$ cat config.mk
export PLATFORM = sky130hd
export DESIGN_NAME = pipe_perf_monitor
export DESIGN_NICKNAME = d
export VERILOG_FILES = /design/src/rtl/pipe_perf_pkg.sv /design/src/rtl/pipe_perf_monitor_counter.sv /design/src/rtl/pipe_perf_monitor.sv
export SDC_FILE = /design/constraint.sdc
export NUM_CORES = 1
export LEC_CHECK = 0
export ABC_CLOCK_PERIOD_IN_PS = 3500
export CORE_MARGIN = 1.5
export CORE_UTILIZATION = 54
export DETAILED_ROUTE_END_ITERATION = 8
export GPL_TIMING_DRIVEN = 0
export HOLD_SLACK_MARGIN = 0.15
export PLACE_DENSITY = 0.76
export SLEW_MARGIN = 0
export SYNTH_ARGS = -nofsm -noshare
export SYNTH_HDL_FRONTEND = slang
export SYNTH_SLANG_ARGS = --single-unit
$ cat constraint.sdc
create_clock -name clk_i -period 3.5 [get_ports clk_i]
set_input_delay 0.35 -clock clk_i [delete_from_list [all_inputs] [get_ports clk_i]]
set_output_delay 0.35 -clock clk_i [all_outputs]
set_load 0.03 [all_outputs]
$ cat src/rtl/pipe_perf_pkg.sv
// pipe_perf_pkg: shared definitions for the pipeline performance monitor.
// Holds the monitor FSM state encoding, the readout select value that
// addresses the cycle counter, and the wrap/saturate mode constants.
package pipe_perf_pkg;

  // Encoding is visible on state_o, so the values are fixed.
  typedef enum logic [1:0] {
    ST_IDLE = 2'b00,
    ST_RUN  = 2'b01,
    ST_DONE = 2'b10
  } mon_state_e;

  // Readout select value addressing the cycle counter; channel k sits at k+1.
  localparam int unsigned SEL_CYCLE = 32'd0;

  // Counter overflow behaviour.
  localparam int unsigned SAT_WRAP = 32'd0;
  localparam int unsigned SAT_SAT  = 32'd1;

endpackage

$ cat src/rtl/pipe_perf_monitor_counter.sv
// perf_counter: one CNT_W-bit event counter with enable, synchronous clear,
// wrap-or-saturate overflow handling and a sticky overflow flag.
// Ports:
//   clk_i  - clock, rising edge
//   rst_i  - asynchronous active-low reset
//   clr_i  - synchronous clear of count and flag (wins over en_i)
//   en_i   - count one this cycle
//   cnt_o  - current (registered) count
//   nxt_o  - value the count takes on this edge ignoring clr_i; this is what
//            a snapshot taken in the same cycle must capture
//   ovf_o  - sticky overflow/saturation flag
module perf_counter
  import pipe_perf_pkg::*;
#(
  parameter int unsigned CNT_W    = 32,
  parameter int unsigned SAT_MODE = SAT_WRAP
) (
  input  logic             clk_i,
  input  logic             rst_i,
  input  logic             clr_i,
  input  logic             en_i,
  output logic [CNT_W-1:0] cnt_o,
  output logic [CNT_W-1:0] nxt_o,
  output logic             ovf_o
);

  logic [CNT_W-1:0] cnt_q, cnt_d, nxt_s;
  logic [CNT_W:0]   sum_s;
  logic             carry_s;
  logic             ovf_q, ovf_d;

  // Increment with a carry bit, then resolve wrap/saturate and clear.
  always_comb begin
    sum_s   = {1'b0, cnt_q} + {{CNT_W{1'b0}}, 1'b1};
    carry_s = sum_s[CNT_W];
    if (!en_i) begin
      nxt_s = cnt_q;
    end else if (carry_s && (SAT_MODE == SAT_SAT)) begin
      nxt_s = cnt_q;               // already all-ones: hold
    end else begin
      nxt_s = sum_s[CNT_W-1:0];    // wraps to 0 on carry in wrap mode
    end
    if (clr_i) begin
      cnt_d = {CNT_W{1'b0}};
      ovf_d = 1'b0;
    end else begin
      cnt_d = nxt_s;
      ovf_d = ovf_q | (en_i & carry_s);
    end
  end

  // Count and flag registers.
  always_ff @(posedge clk_i or negedge rst_i) begin
    if (!rst_i) begin
      cnt_q <= {CNT_W{1'b0}};
      ovf_q <= 1'b0;
    end else begin
      cnt_q <= cnt_d;
      ovf_q <= ovf_d;
    end
  end

  assign cnt_o = cnt_q;
  assign nxt_o = nxt_s;
  assign ovf_o = ovf_q;

endmodule

$ cat src/rtl/pipe_perf_monitor.sv
// pipe_perf_monitor: cycle counter plus NUM_EVT qualified event counters for
// the 5-stage pipeline, with a cycle-limit stop, a snapshot shadow bank and a
// one-cycle-latency indexed readout of that shadow bank.
// Ports:
//   clk_i, rst_i (async active-low)
//   start_i   - arms counting from IDLE; low in RUN pauses counting
//   clr_i     - synchronous clear of live counters, flags and FSM
//   limit_i   - cycle limit (0 = unlimited), sampled while IDLE
//   evt_i, inh_i - per-channel event and inhibit
//   snap_i    - copy live counters (post-increment) into the shadow bank
//   rd_en_i, rd_sel_i - readout request/select (0 = cycles, k = channel k-1)
//   rd_data_o, rd_valid_o - readout result, one cycle after the request
//   ovf_o     - sticky overflow flags, bit 0 = cycle counter
//   state_o, done_o - FSM state and DONE indication
module pipe_perf_monitor
  import pipe_perf_pkg::*;
#(
  parameter int unsigned NUM_EVT  = 4,
  parameter int unsigned CNT_W    = 32,
  parameter int unsigned SAT_MODE = 0,
  parameter int unsigned SEL_W    = 4
) (
  input  logic               clk_i,
  input  logic               rst_i,
  input  logic               start_i,
  input  logic               clr_i,
  input  logic [CNT_W-1:0]   limit_i,
  input  logic [NUM_EVT-1:0] evt_i,
  input  logic [NUM_EVT-1:0] inh_i,
  input  logic               snap_i,
  input  logic               rd_en_i,
  input  logic [SEL_W-1:0]   rd_sel_i,
  output logic [CNT_W-1:0]   rd_data_o,
  output logic               rd_valid_o,
  output logic [NUM_EVT:0]   ovf_o,
  output logic [1:0]         state_o,
  output logic               done_o
);

  localparam int unsigned NCNT = NUM_EVT + 1;

  mon_state_e                   state_q;
  logic                         done_q;
  logic [CNT_W-1:0]             limit_q;
  logic                         run_en_s;
  logic [NCNT-1:0]              cnt_en_s;
  logic [NCNT-1:0][CNT_W-1:0]   cnt_s;
  logic [NCNT-1:0][CNT_W-1:0]   nxt_s;
  logic [NCNT-1:0]              ovf_s;
  logic [NCNT-1:0][CNT_W-1:0]   shadow_q;
  logic [CNT_W-1:0]             rd_mux_s;
  logic [CNT_W-1:0]             rd_data_q;
  logic                         rd_valid_q;

  // Counting happens only in RUN with start_i held; dropping start_i pauses.
  assign run_en_s = (state_q == ST_RUN) && start_i;
  assign cnt_en_s = {evt_i & ~inh_i & {NUM_EVT{run_en_s}}, run_en_s};

  // Index 0 is the cycle counter, index k+1 is event channel k.
  for (genvar g = 0; g < NCNT; g++) begin : g_cnt
    perf_counter #(
      .CNT_W   (CNT_W),
      .SAT_MODE(SAT_MODE)
    ) u_cnt (
      .clk_i(clk_i),
      .rst_i(rst_i),
      .clr_i(clr_i),
      .en_i (cnt_en_s[g]),
      .cnt_o(cnt_s[g]),
      .nxt_o(nxt_s[g]),
      .ovf_o(ovf_s[g])
    );
  end

  // Monitor FSM with registered done flag and limit latch.
  always_ff @(posedge clk_i or negedge rst_i) begin
    if (!rst_i) begin
      state_q <= ST_IDLE;
      done_q  <= 1'b0;
      limit_q <= {CNT_W{1'b0}};
    end else begin
      if (state_q == ST_IDLE) begin
        limit_q <= limit_i;
      end else begin
        limit_q <= limit_q;
      end
      if (clr_i) begin
        state_q <= ST_IDLE;
        done_q  <= 1'b0;
      end else begin
        case (state_q)
          ST_IDLE: begin
            if (start_i) begin
              state_q <= ST_RUN;
            end else begin
              state_q <= ST_IDLE;
            end
            done_q <= 1'b0;
          end
          ST_RUN: begin
            // Stop on the edge where the cycle count reaches the limit.
            if (run_en_s && (limit_q != {CNT_W{1'b0}}) && (nxt_s[SEL_CYCLE] == limit_q)) begin
              state_q <= ST_DONE;
              done_q  <= 1'b1;
            end else begin
              state_q <= ST_RUN;
              done_q  <= 1'b0;
            end
          end
          ST_DONE: begin
            state_q <= ST_DONE;
            done_q  <= 1'b1;
          end
          default: begin
            state_q <= ST_IDLE;
            done_q  <= 1'b0;
          end
        endcase
      end
    end
  end

  // Readout mux over the shadow bank; selects beyond the bank read as zero.
  always_comb begin
    rd_mux_s = {CNT_W{1'b0}};
    for (int k = 0; k < NCNT; k++) begin
      if (rd_sel_i == SEL_W'(k)) begin
        rd_mux_s = shadow_q[k];
      end else begin
        rd_mux_s = rd_mux_s;
      end
    end
  end

  // Shadow bank capture and registered readout (reads see the pre-snap bank).
  always_ff @(posedge clk_i or negedge rst_i) begin
    if (!rst_i) begin
      shadow_q   <= '0;
      rd_data_q  <= {CNT_W{1'b0}};
      rd_valid_q <= 1'b0;
    end else begin
      if (snap_i) begin
        shadow_q <= nxt_s;
      end else begin
        shadow_q <= shadow_q;
      end
      if (rd_en_i) begin
        rd_data_q <= rd_mux_s;
      end else begin
        rd_data_q <= rd_data_q;
      end
      rd_valid_q <= rd_en_i;
    end
  end

  assign rd_data_o  = rd_data_q;
  assign rd_valid_o = rd_valid_q;
  assign ovf_o      = ovf_s;
  assign state_o    = state_q;
  assign done_o     = done_q;

endmodule

# --- After elaboration in Yosys (flattened, before gate mapping) ---
# Index checks and enable logic that the tools add are counted.
totals:
  register_bits: 393
  input_bits: 50
  word_cells: 78
op_classes:
  add_sub_neg: 5
  eq_ne: 7
  mux: 27
  bitwise: 13
  n_reduce_logical: 6
op_table:
  columns: ["cell", "n"]
  rows:
  - ["32-bit two-way mux", 15]
  - ["32-bit by 1-bit adder with 33-bit output (second input constant)", 5]
  - ["32-bit == test", 1]
  - ["32-bit nonzero test", 1]
  - ["4-bit AND", 2]
  - ["4-bit by 2-bit == test with 1-bit output (second input constant)", 2]
  - ["1-bit two-way mux", 8]
  - ["2-bit one-hot mux with 3 select lines", 1]
  - ["1-bit AND", 5]
  - ["1-bit bitwise OR", 5]
  - ["4-bit by 1-bit == test with 1-bit output (second input constant)", 1]
  - ["4-bit by 3-bit == test with 1-bit output (second input constant)", 1]
  - ["4-bit logical NOT", 1]
  - ["2-bit two-way mux", 2]
  - ["4-bit NOT", 1]
  - ["1-bit logical AND", 3]
  - ["2-bit by 1-bit == test with 1-bit output (second input constant)", 1]
  - ["2-bit == test (second input constant)", 1]
  - ["2-bit logical NOT", 1]
  - ["1-bit one-hot mux with 2 select lines", 1]

# --- Depth between registers and ports, before layout ---
# Gate-level depths: netlist of run 1.
depth:
  word_depth: 8
  mapped_depth: 12
  ltp_nobuf: 10

# --- By module ---
# A second synthesis of run 1 with hierarchy kept.
unflattened:
  cells_unflattened: 1773
  hier_area_um2: 19737.7
by_module_without_submodules:
  columns: ["module", "n_inst", "cells_each", "area_per_inst_um2", "seq_area_each_um2"]
  rows:
  - ["perf_counter", 5, 206, 1978.1, 825.8]
  - ["pipe_perf_monitor", 1, 743, 9846.9, 5705.5]

# --- Worst setup path after synthesis of run 1 ---
# Ideal clock, no wire load.
synth_timing:
  kind: "flip-flop to flip-flop"
  start: "register state_q[1] (netlist: state_o[1])"
  end: "register done_q (netlist: done_o)"
  setup_time_ns: 0.080
  t_arrival_ns: 3.445
  required_time_ns: 3.420
  slack_ns: -0.025
  path_stages_with_launch: 13
  n_path_buf: 2
  path_cell_list: "dfrtp_1 inv_1 ha_1 buf_2 nand4_1 or4_4 buf_6 nor2_4 xnor3_1 or4_1 or4_1 o31a_1 nor3b_2"
synth_between:
  elab_chain_cells: 8
  word_cells_on_any_way: 10
synth_lines:
  columns: ["item", "line", "source"]
  rows:
  - ["start: declaration", "pipe_perf_monitor.sv:42", "mon_state_e state_q;"]
  - ["start signal: assignment", "pipe_perf_monitor.sv:78", "state_q <= ST_IDLE;"]
  - ["start signal: assignment", "pipe_perf_monitor.sv:88", "state_q <= ST_IDLE;"]
  - ["start signal: assignment", "pipe_perf_monitor.sv:94", "state_q <= ST_RUN;"]
  - ["2-bit by 1-bit == test with 1-bit output", "pipe_perf_monitor.sv:56, pipe_perf_monitor.sv:91", null]
  - ["1-bit logical AND", "pipe_perf_monitor.sv:56", "assign run_en_s = (state_q == ST_RUN) && start_i;"]
  - ["32-bit two-way mux", "pipe_perf_monitor_counter.sv:36", "if (!en_i) begin"]
  - ["32-bit == test", "pipe_perf_monitor.sv:102", "if (run_en_s && (limit_q != {CNT_W{1'b0}}) && (nxt_s[SEL_CYCLE] == limit_q)) begin"]
  - ["1-bit logical AND", "pipe_perf_monitor.sv:102", null]
  - ["1-bit two-way mux", "pipe_perf_monitor.sv:102", null]
  - ["1-bit one-hot mux with 2 select lines *", "pipe_perf_monitor.sv:91", "case (state_q)"]
  - ["1-bit two-way mux *", "pipe_perf_monitor.sv:87", "if (clr_i) begin"]
  - ["end signal: assignment", "pipe_perf_monitor.sv:89", "done_q <= 1'b0;"]
  - ["end signal: assignment", "pipe_perf_monitor.sv:104", "done_q <= 1'b1;"]
  - ["end signal: assignment", "pipe_perf_monitor.sv:107", "done_q <= 1'b0;"]
  - ["end: declaration", "pipe_perf_monitor.sv:43", "logic done_q;"]
# Every way passes the cells marked *; elsewhere a longest branch is shown, timed or not.
# A chain may end at the register's enable or synchronous reset.

# --- Worst setup path after layout of run 1 ---
layout_timing:
  start: "register g_cnt[0].u_cnt.cnt_q[0]"
  end: "register done_q (netlist: done_o)"
layout_between:
  elab_chain_cells: 7
layout_lines:
  columns: ["item", "line", "source"]
  rows:
  - ["start: declaration", "pipe_perf_monitor_counter.sv:27", "logic [CNT_W-1:0] cnt_q, cnt_d, nxt_s;"]
  - ["start signal: assignment", "pipe_perf_monitor_counter.sv:55", "cnt_q <= {CNT_W{1'b0}};"]
  - ["start signal: assignment", "pipe_perf_monitor_counter.sv:58", "cnt_q <= cnt_d;"]
  - ["32-bit by 1-bit adder with 33-bit output", "pipe_perf_monitor_counter.sv:34", "sum_s = {1'b0, cnt_q} + {{CNT_W{1'b0}}, 1'b1};"]
  - ["32-bit two-way mux *", "pipe_perf_monitor_counter.sv:36", null]
  - ["32-bit == test *", "pipe_perf_monitor.sv:102", null]
  - ["1-bit logical AND *", "pipe_perf_monitor.sv:102", null]
  - ["1-bit two-way mux *", "pipe_perf_monitor.sv:102", null]
  - ["1-bit one-hot mux with 2 select lines *", "pipe_perf_monitor.sv:91", null]
  - ["1-bit two-way mux *", "pipe_perf_monitor.sv:87", null]
# Marked as above.

==> metrics.txt, run 1 <==
clock share of power=42.1%; sequential share of the synthesized area=54.4%; Post-synth EDFFs=0; Worst Max-Slew Pin Slew=1340 ps; # setup viols final=0; Cell Chain, Critical Path=ha_4 -> nand4_1 -> or4_4 -> buf_6 -> o31ai_4 -> a21oi_2 -> or4_4 -> or4_4 -> o31a_1 -> nor3b_2; Hold Crit Start=rd_en_i; Reg clk slew, reported paths=60 ps; Synth top area share=54.4%; Avg WL per Cell=20.2 um; Yosys warning total=0; synth top area cells=dfrtp_1 (54%), nor2_1 (8.4%), a21oi_1 (5.5%), xor2_1 (4.5%), xnor2_1 (4.1%); # nets final=2,051; GR Overflow Total=0; Worst Path Max Fanout=8; most instantiated library cell after synthesis=nor2_1; setup TNS=0 ps; Sw Ratio=25.2%; fraction of registers with async set/reset=100%; Slowest cell on crit path=or4_4; internal cell power=7.54 mW; worst hold path type=primary input to flop; Overall Global Routing Usage=29.2%; Syn Nets=1,897; Seq pwr share=48.8%; outcome=complete, no violations; Peak Freq=291 MHz; antenna viol nets, final=0; mapped cell area=18,100 um^2; DP HPWL=36.2 mm; RD Place Congestion=0.925; Worst slew margin=9.25%; VDD IR max=0.000415 V; Yosys reg bits=393; Post-Syn Area per Cell=9.83 um^2; top post-synthesis cells by count=nor2_1 (406), dfrtp_1 (393), a21oi_1 (197); fin util=65.2%; # port buffers=87; Worst Path Required=3970 ps; first-pass GRT wire length=76.8 mm; fraction of layout cells with a size suffix above 1=9.40%; CTS buffer count=42; power per cell area=473 nW/um^2; Startpoint Class=flop; drt pass-1 iters=7; DRT Wirelength=49.8 mm; period utilization=98.1%; Setup CP Type=flop to flop; die height=186 um; Distinct cells, synth=62; CP arrival=3900 ps; Syn Inst Count=1,838; clock sink count=393; vias in the first global route=14,324; # H-tree levels=2; CTS tree=built; CP endpoint kind=flop; net switching power=2.54 mW; initial drt markers=1,095; largest net degree at the start of global routing=123; max_cap viols=0; Yosys top cell by area=dfrtp_1; clk buf depth=3; starting density of the core=55.3%; DRC=0; die area=34,600 um^2; Worst Setup SP=g_cnt[0].u_cnt.cnt_o[0]$_DFF_PN0_; Pleak=9.13 nW; core region area=32,700 um^2; delay of the slowest critical-path stage=560 ps; clock root buffer=clkbuf_16; drt via density=5.84; CP Buf/Inv Count=1; Final Hold Violating Endpoints=0; IO Count=91; worst clock skew=15.6 ps; Final min period=3430 ps; width of the die=186 um; Slew Viols, Final=0; FP Rows=66; initial antenna violation count=1; Area Overhead vs Synth=18.0%; delay-heaviest family, CP=simple AND/OR/NAND/NOR gates; most used cell, CP=or4_4; Skew-Pair Late Insertion Delay=560 ps; ys flop type=dfrtp_1; Crit Reg-Reg Startpoint=g_cnt[0].u_cnt.cnt_o[0]$_DFF_PN0_; routed via count=14,406; Comb power frac=9.1%; WHS=372 ps
power groups by stage:
stage                     Combinational (mW)  Clock [mW]  Sequential (mW)
after floorplan                        0.420           0             5.01
after global placement                 0.851           0             5.00
after detailed placement               0.884           0             5.00
after CTS                              0.907        4.31             4.92
after global routing                   0.998        4.49             4.95
final                                  0.913        4.24             4.92
stage by stage:
stage                     setup slack (ps)  total power [mW]  cell area (um^2)  instances
after global routing                 -28.2              10.4             21300       2464
after detailed placement              -628              5.88             19600       2370
final                                 68.2              10.1             21300       2465
after CTS                            0.724              10.1             21100       2449
after global placement              -15930              5.85             19500       2367
after floorplan                       24.4              5.44             18100       1838
layout by cell type, fill, tap and decap left out, types with 4 or more instances in the layout:
cell / Yosys / routed
clkinv_2: 0 / 9
nor3b_1: 4 / 4
or3b_2: 4 / 4
inv_1: 15 / 14
clkbuf_8: 0 / 8
dfrtp_1: 393 / 385
nor4_1: 26 / 18
nor2_1: 406 / 405
mux2_2: 30 / 30
nand3_1: 54 / 54
xnor2_1: 85 / 85
clkbuf_1: 91 / 97
xnor3_1: 5 / 5
nor3_1: 18 / 14
mux2i_1: 38 / 38
buf_4: 5 / 26
nand3b_1: 4 / 4
a21oi_1: 197 / 196
a221oi_1: 32 / 32
clkbuf_2: 2 / 4
xor2_1: 92 / 92
or3_1: 7 / 6
nor4_2: 1 / 6
a31oi_1: 4 / 4
or4_1: 15 / 7
clkdlybuf4s50_1: 0 / 86
clkbuf_16: 0 / 43
o21ai_0: 44 / 43
buf_2: 8 / 5
nand2_1: 106 / 105
ha_1: 9 / 7
dfrtp_2: 0 / 8
and3_1: 33 / 33
nand4_1: 45 / 45
and4_1: 15 / 14
and2_1: 4 / 4
or4_4: 1 / 9
cells by family after synthesis:
logic type	count (synthesis)	share of synthesized area [%]
xor+xnor	182	9.20
mux	68	3.97
simple gates	763	19.6
buf+inv	124	2.79
flops	393	54.4
fa+ha+maj	9	0.623
compound gates	299	9.43
final cells by class:
cell class                 count  area, um^2
fill                        2681       11400
sequential                   393        9840
multi-input combinational   1321        7940
clock buffer                  62        1230
timing repair buffer         115        1170
tap                          442         553
buffer                       104         449
clock inverter                12        81.3
inverter                      15        56.3
antenna                        1        2.50
registers in the layout, summed over array words and instances (netlist names):
signal and cells:
done_o 1, g_cnt.u_cnt.cnt_o 160, g_cnt.u_cnt.ovf_o 5, limit_q 32
rd_data_o 32, rd_valid_o 1, shadow_q 160, state_o 2
path summary, 6_finish.rpt:
kind | end | slack [ps] | depth (start not counted)
setup reg to reg | done_o$_DFF_PN0_ | 70 | 10
hold / removal | rd_valid_o$_DFF_PN0_ | 370 | 1
max in group asynchronous | g_cnt[2].u_cnt.cnt_o[21]$_DFF_PN0_ | 1530 | 4
min in group asynchronous | rd_valid_o$_DFF_PN0_ | 450 | 2
setup / recovery | done_o$_DFF_PN0_ | 70 | 10
hold reg to reg | g_cnt[4].u_cnt.ovf_o$_DFF_PN0_ | 500 | 2
what timing repair did:
action / 4_1_cts / 5_1_grt
hold endpoints to repair: 108 / 0
setup endpoints to repair: 47 / 46
resized for setup: 24 / 34
pin swaps: 4 / 7
hold buffers: 1 / 0
setup buffers: 6 / 16
cloned: 0 / 0
per-layer routing:
| layer | vias to the layer above | part of all wire (%) | wire, um | global-route usage [%] |
|---|---|---|---|---|
| li1 | 6629 | - | - | - |
| met1 | 7226 | 43 | 21200 | 37.6 |
| met2 | 438 | 49 | 24300 | 49.4 |
| met3 | 113 | 5.0 | 2500 | 4.05 |
| met4 | 0 | 3.8 | 1880 | 12.5 |
| met5 | - | 0 | 0 | 0 |
Power figures use the tool's default switching activity.
==> inputs of run 2 (changes only) <==
Settings changed: ABC_CLOCK_PERIOD_IN_PS 3500 to 3100.
Clock period 3.5 ns to 3.1 ns, I/O delays scaled along.
==> metrics.txt, run 2 (synthesis results as in run 1) <==
Pleak=9.40 nW (was 9.13 nW); GR Overflow Total=0 (unchanged); clock sink count=393 (unchanged); FP Rows=66 (unchanged); net switching power=2.92 mW (was 2.54 mW); DRT Wirelength=49.9 mm (was 49.8 mm); Ant. Diodes=0 (was 1); routed via count=14,329 (was 14,406); outcome=finished, violations left (was complete, no violations); Overall Global Routing Usage=29.5% (was 29.2%); WL met3=2.81 mm (was 2.50 mm); Peak Freq=298 MHz (was 291 MHz); Final Hold Violating Endpoints=0 (unchanged); drt via density=5.76 (was 5.84); setup repair after global routing missed its margin=true; R2R setup slack=-260 ps (was 70 ps); period utilization=108% (was 98.1%); DP HPWL=35.9 mm (was 36.2 mm); DRC=0 (unchanged); CTS tree=built (unchanged); Top Metal Used=met4 (unchanged); WHS=298 ps (was 372 ps); Slew Viols, Final=0 (unchanged); die height=186 um (unchanged); Setup CP Type=flop to flop (unchanged); # H-tree levels=2 (unchanged); RD Place Congestion=0.976 (was 0.925); Reg clk slew, reported paths=60 ps (about the same); width of the die=186 um (unchanged); Sw Ratio=24.6% (was 25.2%); Reg-to-Reg End=done_o$_DFF_PN0_ (unchanged); Avg WL per Cell=20.1 um (was 20.2 um); Worst Hold Endpoint=g_cnt[0].u_cnt.cnt_o[8]$_DFF_PN0_ (was rd_valid_o$_DFF_PN0_); Hold Crit Start=clr_i (was rd_en_i); CTS buffer count=41 (was 42); pre-CTS setup slack=-869 ps (was -628 ps); initial antenna violation count=0 (was 1); Placed Cells=2,370 (unchanged); Worst Path Max Fanout=6 (was 8); # nets final=2,074 (was 2,051); worst hold path type=primary input to flop (unchanged); WHS Path Cells=3 (was 1); Crit Reg-Reg Startpoint=state_o[1]$_DFF_PN0_ (was g_cnt[0].u_cnt.cnt_o[0]$_DFF_PN0_); final non-filler cell total=2,488 (was 2,465); clock root buffer=clkbuf_16 (unchanged); worst clock skew=17.8 ps (was 15.6 ps); VDD IR max=0.000519 V (was 0.000415 V); vias in the first global route=14,525 (was 14,324); Skew-Pair Late Insertion Delay=560 ps (about the same); clk buf depth=3 (unchanged); fin util=66.7% (was 65.2%); Worst Path Required=3570 ps (was 3970 ps); most frequent cells in the layout=nor2_1 (401), dfrtp_1 (386), a21oi_1 (197) (was nor2_1 (405), dfrtp_1 (385), a21oi_1 (196)); initial drt markers=974 (was 1,095); drt pass-1 iters=5 (was 7); starting density of the core=55.3% (unchanged); die area=34,600 um^2 (unchanged); max_cap viols=0 (unchanged); power per cell area=543 nW/um^2 (was 473 nW/um^2); commonest non-fill, non-tap cell in the layout=nor2_1 (unchanged); violated checks=negative setup slack; CP arrival=3830 ps (was 3900 ps); # setup viols final=3 (was 0); reg2reg path depth=10 (unchanged); core region area=32,700 um^2 (unchanged); Seq pwr share=46.9% (was 48.8%); Final min period=3360 ps (was 3430 ps); internal cell power=8.93 mW (was 7.54 mW); filler instances=2,587 (was 2,681); # port buffers=87 (unchanged); first-pass GRT wire length=78.0 mm (was 76.8 mm); Worst Max-Slew Pin Slew=1330 ps (was 1340 ps); largest net degree at the start of global routing=119 (was 123); DP Area=19,600 um^2 (about the same); Area Overhead vs Synth=20.6% (was 18.0%); Worst slew margin=9.85% (was 9.25%); antenna viol nets, final=0 (unchanged); met2 wire length=24.5 mm (was 24.3 mm); Startpoint Class=flop (unchanged); Comb power frac=8.8% (was 9.1%); IO Count=91 (unchanged); CP endpoint kind=flop (unchanged); post-route cell area=21,800 um^2 (was 21,300 um^2); WL met1=20.8 mm (was 21.2 mm); setup ws final=-259 ps (was 68.2 ps); clock share of power=44.3% (was 42.1%); fraction of layout cells with a size suffix above 1=11.7% (was 9.40%)
==> run 2: final cells by class <==
cell class                      count  area (um^2)  share of cell area [%]
Inverter                           15         56.3                   0.258
Buffer                            106          479                    2.20
Timing Repair Buffer              137         1350                    6.19
Multi-Input combinational cell   1321         8070                    37.0
Clock buffer                       57         1210                    5.53
Clock inverter                     17          241                    1.11
Sequential cell                   393         9840                    45.2
Tap cell                          442          553                    2.54
==> run 2: what timing repair did <==
action | in CTS | in global routing
gates resized for setup | 48 | 24
setup buffers | 14 | 31
endpoints found under the setup margin | 76 | 78
endpoints found under the hold margin | 85 | 0
hold buffers | 1 | 0
pin swaps | 7 | 16
==> run 2: through the flow <==
stage	TNS, ps	total power [mW]
2_1_floorplan	-36.3	6.14
3_3_place_gp	-5925680	6.61
3_5_place_dp	-57560	6.65
4_1_cts	-697	11.9
5_1_grt	-944	12.2
6_report	-666	11.8
==> run 2: power by group through the flow <==
| stage | registers (mW) | clock network [mW] | logic, mW |
|---|---|---|---|
| floorplan | 5.66 | 0 | 0.478 |
| global placement | 5.65 | 0 | 0.965 |
| detailed placement | 5.64 | 0 | 1.00 |
| CTS | 5.55 | 5.31 | 1.03 |
| global route | 5.58 | 5.49 | 1.14 |
| finish | 5.56 | 5.25 | 1.04 |
==> run 2: worst max path at each step <==
stage	from	end	slack [ps]	cells after the start
after floorplan	state_o[1]$_DFF_PN0_	done_o$_DFF_PN0_	-40	10
after global placement	rst_i	state_o[1]$_DFF_PN0_	-16320	1
after detailed placement	start_i	done_o$_DFF_PN0_	-870	10
after CTS	state_o[1]$_DFF_PN0_	done_o$_DFF_PN0_	-250	12
after global routing	g_cnt[0].u_cnt.cnt_o[15]$_DFF_PN0_	state_o[1]$_DFF_PN0_	-310	10
final	state_o[1]$_DFF_PN0_	done_o$_DFF_PN0_	-260	10
==> run 2: layer usage <==
| layer | vias to the layer above | GRT usage [%] |
|---|---|---|
| li1 | 6691 | - |
| met1 | 7112 | 37.6 |
| met2 | 427 | 51.0 |
| met3 | 99 | 4.38 |
| met4 | 0 | 10.9 |
| met5 | - | 0 |
==> run 2: worst max-delay path, cell delays in order (launching register included) <==
cell and delay [ps]:
dfrtp_2 410, inv_2 80, ha_4 160, nand3_4 130
or3_4 430, or3_4 430, xnor2_4 160, a2111o_1 380
or4_4 580, o31a_1 350, nor3b_2 160
==> inputs of run 3 (changes only) <==
Settings changed: ABC_CLOCK_PERIOD_IN_PS 3100 to 3800, MAX_ROUTING_LAYER set to met4, PLACE_DENSITY 0.76 to 0.73.
Clock period 3.1 ns to 3.8 ns, I/O delays scaled along.
==> metrics.txt, run 3 (synthesis results as in run 1) <==
outcome=finished, violations left (unchanged); violated checks=max-capacitance violations, max-slew violations (was negative setup slack); Worst slew margin=-3.87% (was 9.85%); vias in the first global route=14,389 (was 14,525); most frequent cells in the layout=nor2_1 (406), dfrtp_1 (393), a21oi_1 (197) (was nor2_1 (401), dfrtp_1 (386), a21oi_1 (197)); initial antenna violation count=0 (unchanged); first-pass GRT wire length=77.4 mm (was 78.0 mm); FP Rows=66 (unchanged); starting density of the core=55.3% (unchanged); CP endpoint kind=flop (unchanged); clk buf depth=3 (unchanged); DRT Wirelength=48.7 mm (was 49.9 mm); Peak Freq=274 MHz (was 298 MHz); Design Power=9.55 mW (was 11.8 mW); GR Overflow Total=0 (unchanged); Overall Global Routing Usage=30.1% (was 29.5%); DP Area=19,600 um^2 (about the same); period utilization=96.0% (was 108%); fraction of layout cells with a size suffix above 1=7.40% (was 11.7%); Setup CP Type=flop to flop (unchanged); Final min period=3650 ps (was 3360 ps); # H-tree levels=2 (unchanged); Slew Viols, Final=6 (was 0); Sw Ratio=24.7% (was 24.6%); VDD IR max=0.000422 V (was 0.000519 V); # setup viols final=0 (was 3); # nets final=2,039 (was 2,074); CP arrival=4120 ps (was 3830 ps); Worst Path Max Fanout=8 (was 6); Crit Reg-Reg Startpoint=state_o[1]$_DFF_PN0_ (unchanged); drt via density=5.80 (was 5.76); width of the die=186 um (unchanged); met2 wire length=23.7 mm (was 24.5 mm); Area Overhead vs Synth=17.0% (was 20.6%); Seq pwr share=47.5% (was 46.9%); Worst Max-Slew Pin Slew=1540 ps (was 1330 ps); setup repair after global routing missed its margin=false (was true); Pleak=9.04 nW (was 9.40 nW); Ant. Diodes=0 (unchanged); CTS tree=built (unchanged); crit path to=done_o$_DFF_PN0_ (unchanged); Skew-Pair Late Insertion Delay=560 ps (about the same); DRC=0 (unchanged); clock sink count=393 (unchanged); largest net degree at the start of global routing=126 (was 119); R2R setup slack=150 ps (was -260 ps); Final Hold Violating Endpoints=0 (unchanged); CTS buffer count=41 (unchanged); DP HPWL=35.8 mm (was 35.9 mm); core region area=32,700 um^2 (unchanged); WHS=377 ps (was 298 ps); antenna viol nets, final=0 (unchanged); Worst Path Required=4270 ps (was 3570 ps); worst clock skew=17.4 ps (was 17.8 ps); post-route cell area=21,200 um^2 (was 21,800 um^2); Comb power frac=8.6% (was 8.8%); internal cell power=7.20 mW (was 8.93 mW); Worst Setup SP=state_o[1]$_DFF_PN0_ (unchanged); IO Count=91 (unchanged); net switching power=2.36 mW (was 2.92 mW); clock share of power=44.0% (was 44.3%); WL met3=2.52 mm (was 2.81 mm); Reg-to-Reg End=done_o$_DFF_PN0_ (unchanged); Top Metal Used=met4 (unchanged); Avg WL per Cell=19.8 um (was 20.1 um); clock root buffer=clkbuf_16 (unchanged); routed via count=14,245 (was 14,329); setup TNS=0 ps (was -666 ps); WL met1=20.6 mm (was 20.8 mm); initial drt markers=1,144 (was 974); RD Place Congestion=0.939 (was 0.976); power per cell area=452 nW/um^2 (was 543 nW/um^2); Startpoint Class=flop (unchanged); worst hold path type=primary input to flop (unchanged); max_cap viols=1 (was 0); die area=34,600 um^2 (unchanged); die height=186 um (unchanged); commonest non-fill, non-tap cell in the layout=nor2_1 (unchanged); Reg clk slew, reported paths=60 ps (about the same); reg2reg path depth=11 (was 10); drt pass-1 iters=7 (was 5); # port buffers=87 (unchanged)
## run 3: cell count changes in the layout (fill, tap and decap cells not counted), moves of 5 or more
| cell | change |
|---|---|
| buf_4 | -35 |
| clkbuf_1 | +9 |
| dfrtp_1 | +7 |
| dfrtp_2 | -7 |
| nor2_1 | +5 |
| nor3_1 | +5 |
| nor4_1 | +7 |
| or4_1 | +8 |
| or4_4 | -8 |
## run 3: area by class of cell
type | instances | area [um^2]
sequential | 393 | 9830
fill | 2753 | 11500
buffer | 109 | 463
clock buffer | 62 | 1260
inverter | 15 | 56.3
timing repair buffer | 99 | 1030
clock inverter | 14 | 175
multi-input combinational | 1321 | 7790
tap | 442 | 553
## run 3: per-layer routing
layer	vias to the layer above	global-route usage [%]
met5	-	-
met4	0	11.5
met3	108	3.76
met2	401	49.4
met1	7110	38.4
li1	6626	-
## run 3: critical path, stage by stage (launching register included)
cell	delay (ps)
dfrtp_1	410
inv_1	120
ha_4	180
nand3_4	140
or4_1	540
buf_2	210
o31ai_4	200
a21oi_1	140
or4_1	600
or4_4	560
o31a_1	320
nor3b_2	150
## run 3: worst min path at each step
| stage | start | endpoint | cells after the start |
|---|---|---|---|
| 6_report | rd_en_i | rd_valid_o$_DFF_PN0_ | 1 |
| 5_1_grt | rd_en_i | rd_valid_o$_DFF_PN0_ | 1 |
| 4_1_cts | rd_en_i | rd_valid_o$_DFF_PN0_ | 1 |
| 3_5_place_dp | rst_i | limit_q[1]$_DFFE_PN0N_ | 1 |
| 3_3_place_gp | g_cnt[0].u_cnt.ovf_o$_DFF_PN0_ | g_cnt[0].u_cnt.ovf_o$_DFF_PN0_ | 2 |
| 2_1_floorplan | rst_i | done_o$_DFF_PN0_ | 0 |
## run 3: through the flow
| step | setup slack (ps) | std cells | util [%] |
|---|---|---|---|
| 4_1_cts | 42.9 | 2451 | 64.4 |
| 2_1_floorplan | 275 | 1838 | - |
| 5_1_grt | 0.322 | 2455 | 64.7 |
| 3_5_place_dp | -363 | 2371 | 59.9 |
| 6_report | 150 | 2455 | 64.7 |
| 3_3_place_gp | -14500 | 2367 | 59.6 |
## run 3: timing repair
item	4_1_cts	5_1_grt
hold endpoints to repair	91	0
buffers inserted	3	4
hold buffers	1	0
endpoints found under the setup margin	3	8
gates resized for setup	4	9
pin swaps	1	1
## run 3: power groups by stage
| stage | Sequential (mW) | Combinational, mW | Clock [mW] |
|---|---|---|---|
| global placement | 4.61 | 0.787 | 0 |
| finish | 4.53 | 0.820 | 4.20 |
| CTS | 4.53 | 0.823 | 4.26 |
| detailed placement | 4.60 | 0.814 | 0 |
| floorplan | 4.62 | 0.387 | 0 |
| global route | 4.55 | 0.906 | 4.42 |
